`src/rtl/dlx_mem_pkg.sv`:
```
// Shared types and constants for the uDLX memory-access stage.
// Imported by the stage top and its timeout counter.
package dlx_mem_pkg;

  typedef enum logic {
    IDLE   = 1'b0,
    ACCESS = 1'b1
  } mem_state_e;

  localparam logic WB_SEL_MEM = 1'b1;
  localparam logic WB_SEL_ALU = 1'b0;

  localparam int TIMEOUT_CYCLES_DEF = 255;

endpackage

```
`src/rtl/memory_access_pipe_timeout.sv`:
```
// Access watchdog: counts stalled ACCESS cycles and flags the last one.
// tc is combinational so the abort lands on the very next edge.
module mem_timeout_counter
  import dlx_mem_pkg::*;
#(
  parameter int TIMEOUT_CYCLES = TIMEOUT_CYCLES_DEF,
  localparam int CW = $clog2(TIMEOUT_CYCLES + 1)
) (
  input  logic clk,
  input  logic rst,
  input  logic clr,
  input  logic en,
  output logic tc
);

  localparam logic [CW-1:0] LAST = CW'(TIMEOUT_CYCLES - 1);

  logic [CW-1:0] cnt_q;

  always_ff @(posedge clk or posedge rst) begin
    if (rst) begin
      cnt_q <= '0;
    end else if (clr) begin
      cnt_q <= '0;
    end else if (en && (cnt_q != LAST)) begin
      cnt_q <= cnt_q + 1'b1;
    end
  end

  assign tc = en && (cnt_q == LAST);

endmodule

```
`src/rtl/memory_access_pipe.sv`:
```
// uDLX EX/MEM consumer: data-memory req/ack access with upstream stall,
// registered MEM/WB bundle and forwarded PC redirect.
module memory_access_pipe
  import dlx_mem_pkg::*;
#(
  parameter int PC_WIDTH       = 20,
  parameter int DATA_WIDTH     = 32,
  parameter int REG_ADDR_WIDTH = 5,
  parameter int MEM_ADDR_WIDTH = 20,
  parameter int TIMEOUT_CYCLES = TIMEOUT_CYCLES_DEF
) (
  input  logic                      clk,
  input  logic                      rst,
  input  logic                      mem_data_rd_en_in,
  input  logic                      mem_data_wr_en_in,
  input  logic [DATA_WIDTH-1:0]     mem_data_in,
  input  logic [DATA_WIDTH-1:0]     alu_data_in,
  input  logic                      reg_wr_en_in,
  input  logic [REG_ADDR_WIDTH-1:0] reg_wr_addr_in,
  input  logic                      write_back_mux_sel_in,
  input  logic                      select_new_pc_in,
  input  logic [PC_WIDTH-1:0]       new_pc_in,
  output logic                      dmem_req,
  output logic                      dmem_we,
  output logic [MEM_ADDR_WIDTH-1:0] dmem_addr,
  output logic [DATA_WIDTH-1:0]     dmem_wdata,
  input  logic [DATA_WIDTH-1:0]     dmem_rdata,
  input  logic                      dmem_ack,
  output logic                      stall_out,
  output logic                      wb_reg_wr_en_out,
  output logic [REG_ADDR_WIDTH-1:0] wb_reg_wr_addr_out,
  output logic [DATA_WIDTH-1:0]     wb_data_out,
  output logic                      select_new_pc_out,
  output logic [PC_WIDTH-1:0]       new_pc_out,
  output logic                      mem_error_out
);

  mem_state_e state_q;
  mem_state_e state_d;

  logic                      hold_wr_en_q;
  logic [REG_ADDR_WIDTH-1:0] hold_addr_q;
  logic                      hold_sel_q;
  logic [DATA_WIDTH-1:0]     hold_alu_q;

  logic mem_op;
  logic both_op;
  logic ack_v;
  logic start;
  logic wait_en;
  logic timeout;

  assign mem_op  = mem_data_rd_en_in | mem_data_wr_en_in;
  assign both_op = mem_data_rd_en_in & mem_data_wr_en_in;
  // ack only counts while a request is actually out
  assign ack_v   = dmem_ack & dmem_req;
  assign start   = (state_q == IDLE) & mem_op;
  assign wait_en = (state_q == ACCESS) & ~ack_v;

  assign stall_out = (state_q == ACCESS);

  mem_timeout_counter #(
    .TIMEOUT_CYCLES(TIMEOUT_CYCLES)
  ) u_timeout (
    .clk(clk),
    .rst(rst),
    .clr(start),
    .en (wait_en),
    .tc (timeout)
  );

  always_ff @(posedge clk or posedge rst) begin
    if (rst) begin
      state_q <= IDLE;
    end else begin
      state_q <= state_d;
    end
  end

  always_comb begin
    state_d = state_q;
    unique case (state_q)
      IDLE: begin
        if (mem_op) begin
          state_d = ACCESS;
        end
      end
      ACCESS: begin
        if (ack_v || timeout) begin
          state_d = IDLE;
        end
      end
      default: state_d = IDLE;
    endcase
  end

  always_ff @(posedge clk or posedge rst) begin
    if (rst) begin
      dmem_req           <= 1'b0;
      dmem_we            <= 1'b0;
      dmem_addr          <= '0;
      dmem_wdata         <= '0;
      wb_reg_wr_en_out   <= 1'b0;
      wb_reg_wr_addr_out <= '0;
      wb_data_out        <= '0;
      select_new_pc_out  <= 1'b0;
      new_pc_out         <= '0;
      mem_error_out      <= 1'b0;
      hold_wr_en_q       <= 1'b0;
      hold_addr_q        <= '0;
      hold_sel_q         <= WB_SEL_ALU;
      hold_alu_q         <= '0;
    end else begin
      unique case (state_q)
        IDLE: begin
          if (!mem_op) begin
            wb_reg_wr_en_out   <= reg_wr_en_in;
            wb_reg_wr_addr_out <= reg_wr_addr_in;
            wb_data_out        <= alu_data_in;
            select_new_pc_out  <= select_new_pc_in;
            new_pc_out         <= new_pc_in;
          end else begin
            // a conflicting rd+wr is carried out as a store
            dmem_req          <= 1'b1;
            dmem_we           <= mem_data_wr_en_in;
            dmem_addr         <= alu_data_in[MEM_ADDR_WIDTH-1:0];
            dmem_wdata        <= mem_data_in;
            hold_wr_en_q      <= reg_wr_en_in;
            hold_addr_q       <= reg_wr_addr_in;
            hold_sel_q        <= write_back_mux_sel_in;
            hold_alu_q        <= alu_data_in;
            wb_reg_wr_en_out  <= 1'b0;
            select_new_pc_out <= 1'b0;
            if (both_op) begin
              mem_error_out <= 1'b1;
            end
          end
        end
        ACCESS: begin
          if (ack_v) begin
            dmem_req           <= 1'b0;
            wb_reg_wr_en_out   <= hold_wr_en_q;
            wb_reg_wr_addr_out <= hold_addr_q;
            wb_data_out        <= (hold_sel_q == WB_SEL_MEM) ?
                                  dmem_rdata : hold_alu_q;
          end else if (timeout) begin
            dmem_req         <= 1'b0;
            wb_reg_wr_en_out <= 1'b0;
            mem_error_out    <= 1'b1;
          end
        end
        default: begin
          dmem_req <= 1'b0;
        end
      endcase
    end
  end

endmodule

```
`config.mk`:
```
export PLATFORM = sky130hd
export DESIGN_NAME = memory_access_pipe
export DESIGN_NICKNAME = d
export VERILOG_FILES = /design/src/rtl/dlx_mem_pkg.sv /design/src/rtl/memory_access_pipe_timeout.sv /design/src/rtl/memory_access_pipe.sv
export SDC_FILE = /design/constraint.sdc
export NUM_CORES = 1
export LEC_CHECK = 0
export ABC_AREA = 1
export CORE_MARGIN = 2
export CORE_UTILIZATION = 48
export CTS_CLUSTER_DIAMETER = 50
export CTS_CLUSTER_SIZE = 25
export DETAILED_ROUTE_END_ITERATION = 16
export GPL_ROUTABILITY_DRIVEN = 1
export HOLD_SLACK_MARGIN = 0.06
export PLACE_DENSITY = 0.89
export SLEW_MARGIN = 25
export SYNTH_ARGS = -nofsm -noshare
export SYNTH_HDL_FRONTEND = slang
export SYNTH_SLANG_ARGS = --single-unit
```
`constraint.sdc`:
```
create_clock -name clk -period 9.05 [get_ports clk]
set_clock_uncertainty 0.1 [all_clocks]
set_input_delay 1.3575 -clock clk [delete_from_list [all_inputs] [get_ports clk]]
set_output_delay 1.3575 -clock clk [all_outputs]
set_load 0.01 [all_outputs]
```
==> qor.csv <==
stage;metric;value;unit
outcome;run status;complete, no violations;
route;final routed DRC violation total;0;
cells_and_area;commonest non-fill, non-tap cell in the layout;clkdlybuf4s50_1;
timing;post-route clock period utilization;0.366;
synth;register bit count reported by yosys;142;
global_routing;largest net degree at the start of global routing;103;
clock_tree;Resized cells post-CTS;0;
clock_tree;number of hold buffers added after CTS;0;
setup_path;cell with the largest stage delay on the worst path;nand2_4;
timing;worst-margin pin slew;956;ps
synth;number of distinct library cells after synthesis;24;
setup_path;max incr delay on CP;780;ps
setup_path;required time of the critical path;9200;ps
timing;setup violators final;0;
clock_tree;later-pin clock latency in the skew report;410;ps
timing;final worst path period need;3320;ps
cells_and_area;most frequent cells in the layout;clkdlybuf4s50_1, nand2_1, dfrtp_1;
setup_path;arrival time at the worst endpoint;3460;ps
floorplan;CORE AREA;13200;um^2
place;placed cells;1097;
clock_tree;total clock sinks;142;
synth;post-synthesis instance total;736;
route;WL per Instance;15.5;um
route;DR iter-0 viols;445;
route;count of antenna-violating nets left after detailed routing;0;
setup_path;Crit Path Class;input pin to register;
clock_tree;number of levels in the clock H-tree;4;
timing;Hold Vio Cnt, Final;0;
route;final wirelength;17.5;mm
setup_path;cell chain of the critical path;clkdlybuf4s50_1 -> nor2_4 -> nand2_2 -> nand2_4 -> a31oi_1;
floorplan;initial standard-cell utilization of the core;0.490;
floorplan;Die Width;120;um
synth;top post-synthesis cells by area;dfrtp_1, nand2_1, o21ai_0;
setup_path;buffers plus inverters on the worst setup path;1;
clock_tree;number of buffers inserted by post-CTS setup repair;0;
global_routing;overflow left after global routing;0;
setup_path;endpoint type of the worst setup path;register;
synth;mapped cell area;6490;um^2
place;HPWL after DPL;11.5;mm
route;post-DR vias/cell;5.02;
cells_and_area;proportion of layout cells with a drive suffix above 1;0.0860;
setup_path;crit start category;input pin;
synth;Seq/Total Area, Yosys;0.548;
cells_and_area;Area growth syn-to-layout;45.5;%
floorplan;I/O Pins;244;
route;total via count after detailed routing;5671;
synth;synthesized area per cell;8.82;um^2
timing;minimum hold slack;369;ps
global_routing;number of global-route vias before repair;5742;
place;post-place setup slack;5320;ps
min_path;worst hold path class;register to register;
setup_path;CP delay by family, top;simple AND/OR/NAND/NOR gates;
clock_tree;buffer type at the clock tree root;clkbuf_16;
clock_tree;buffer depth of the longest clock path;2;
place;last weighted congestion value of the routability-driven placer;0.802;
cells_and_area;area used by sequential logic in the layout;3550;um^2
global_routing;number of antenna violations at the first check in global routing;0;
cells_and_area;Filler Cell Count;964;
cells_and_area;Final Instance Count excl. Fillers;1129;
floorplan;number of placement rows;42;
timing;Final Max Tran Viols;0;
clock_tree;clock edge transition at the registers on the reported setup and hold paths;60;ps
setup_path;largest fanout on the critical path;74;
global_routing;overall track demand over capacity in global routing;0.247;
synth;fraction of post-synthesis cell area in the top cell type by area;0.548;
synth;area leader, netlist;dfrtp_1;
clock_tree;number of buffers added by the clock tree synthesis step;17;
cells_and_area;antenna fix cells;0;
route;first-pass detailed-route iteration total;5;
synth;Yosys Warn Count;0;
cells_and_area;final cell utilization of the core;0.713;
timing;fmax;302;MHz
timing;Max-slew headroom;0.362;
power;static power due to leakage;0.00422;uW
clock_tree;TritonCTS clock tree;done;
cells_and_area;Final nets;1071;
global_routing;wire length of the first global-routing pass;28.0;mm
floorplan;DIE HEIGHT;120;um
floorplan;die outline area;14500;um^2
timing;Setup TNS Final;0;ps
synth;Synth Net Count;867;
cells_and_area;total area of multi-input combinational cells;2380;um^2
power;Max VDD drop;223;uV
power;cell area power density;365;nW/um^2
timing;setup repair after global routing missed its margin;no;
timing;minimum setup slack in the final design;5730;ps
job;max-cap viol count;0;
place;count of port buffers added during placement;243;
metal layers:
| layer | track usage | wire (um) | vias to the layer above |
|---|---|---|---|
| met5 | 0 | 0 | - |
| met4 | 0.109 | 418 | 0 |
| met3 | 0.0731 | 1390 | 31 |
| met2 | 0.413 | 8580 | 227 |
| met1 | 0.297 | 7090 | 2683 |
| li1 | - | - | 2730 |
area by class of cell:
cell class	instances	share of cell area
Multi-Input combinational cell	491	0.252
Timing Repair Buffer	247	0.261
Clock buffer	21	0.0509
Sequential cell	142	0.376
Inverter	41	0.0168
Tap cell	176	0.0233
Clock inverter	11	0.0196
cell families after synthesis:
logic type      share of synthesized area
xor+xnor                          0.00270
buf+inv                            0.0860
simple gates                        0.203
flops                               0.548
fa+ha+maj                         0.00386
compound gates                      0.122
mux                                0.0347
registers in the layout, summed over array words and instances (netlist names):
name,count
dmem_addr,19
select_new_pc_out,1
hold_addr_q,5
dmem_req,1
new_pc_out,20
stall_out,1
wb_reg_wr_addr_out,5
u_timeout.cnt_q,8
hold_sel_q,1
dmem_we,1
dmem_wdata,32
mem_error_out,1
wb_reg_wr_en_out,1
hold_alu_q,13
hold_wr_en_q,1
wb_data_out,32
cells in the mapped netlist:
cell type,count
nand2_1,234
dfrtp_1,142
nor2_1,80
o21ai_0,63
inv_1,39
buf_4,29
o21a_1,27
buf_2,20
mux2_2,20
a21oi_1,15
a21oi_2,13
a31oi_1,11
nand3_1,10
clkbuf_1,8
buf_6,5
nand2_2,4
nand4_1,3
nor2_4,3
ha_1,2
inv_2,2
o21ai_1,2
xor2_1,2
nand2_4,1
o22ai_1,1
stage by stage:
step	instance area [um^2]	power, uW
floorplan	6490	2000
global route	9440	3670
global placement	8780	2620
CTS	9440	3470
finish	9440	3450
detailed placement	8780	2670
worst paths after layout:
| kind | start | end | slack [ps] | cells past startpoint |
|---|---|---|---|---|
| setup / recovery | mem_data_wr_en_in | wb_data_out[16]$_DFFE_PP0P_ | 5730 | 5 |
| hold / removal | dmem_wdata[2]$_DFFE_PP0P_ | dmem_wdata[2]$_DFFE_PP0P_ | 370 | 2 |
| setup reg to reg | stall_out$_DFF_PP0_ | wb_data_out[16]$_DFFE_PP0P_ | 6100 | 4 |
| hold reg to reg | dmem_wdata[2]$_DFFE_PP0P_ | dmem_wdata[2]$_DFFE_PP0P_ | 370 | 2 |
| max in group asynchronous | rst | dmem_addr[2]$_DFFE_PP0P_ | 6270 | 3 |
| min in group asynchronous | rst | new_pc_out[14]$_DFFE_PP0P_ | 1360 | 2 |
worst reg2reg max path, cell delays in order (launching register included):
cell,delay (ps)
dfrtp_1,380
inv_2,680
nand2_2,580
nand2_4,780
a31oi_1,270
power by group:
part / internal [uW] / switching, uW / total, uW / leakage (uW)
combinational: 759 / 785 / 1540 / 0.00220
sequential: 941 / 184 / 1120 / 0.00170
clock: 517 / 262 / 779 / 0.000325
total: 2220 / 1230 / 3450 / 0.00422
Power figures use the tool's default switching activity.
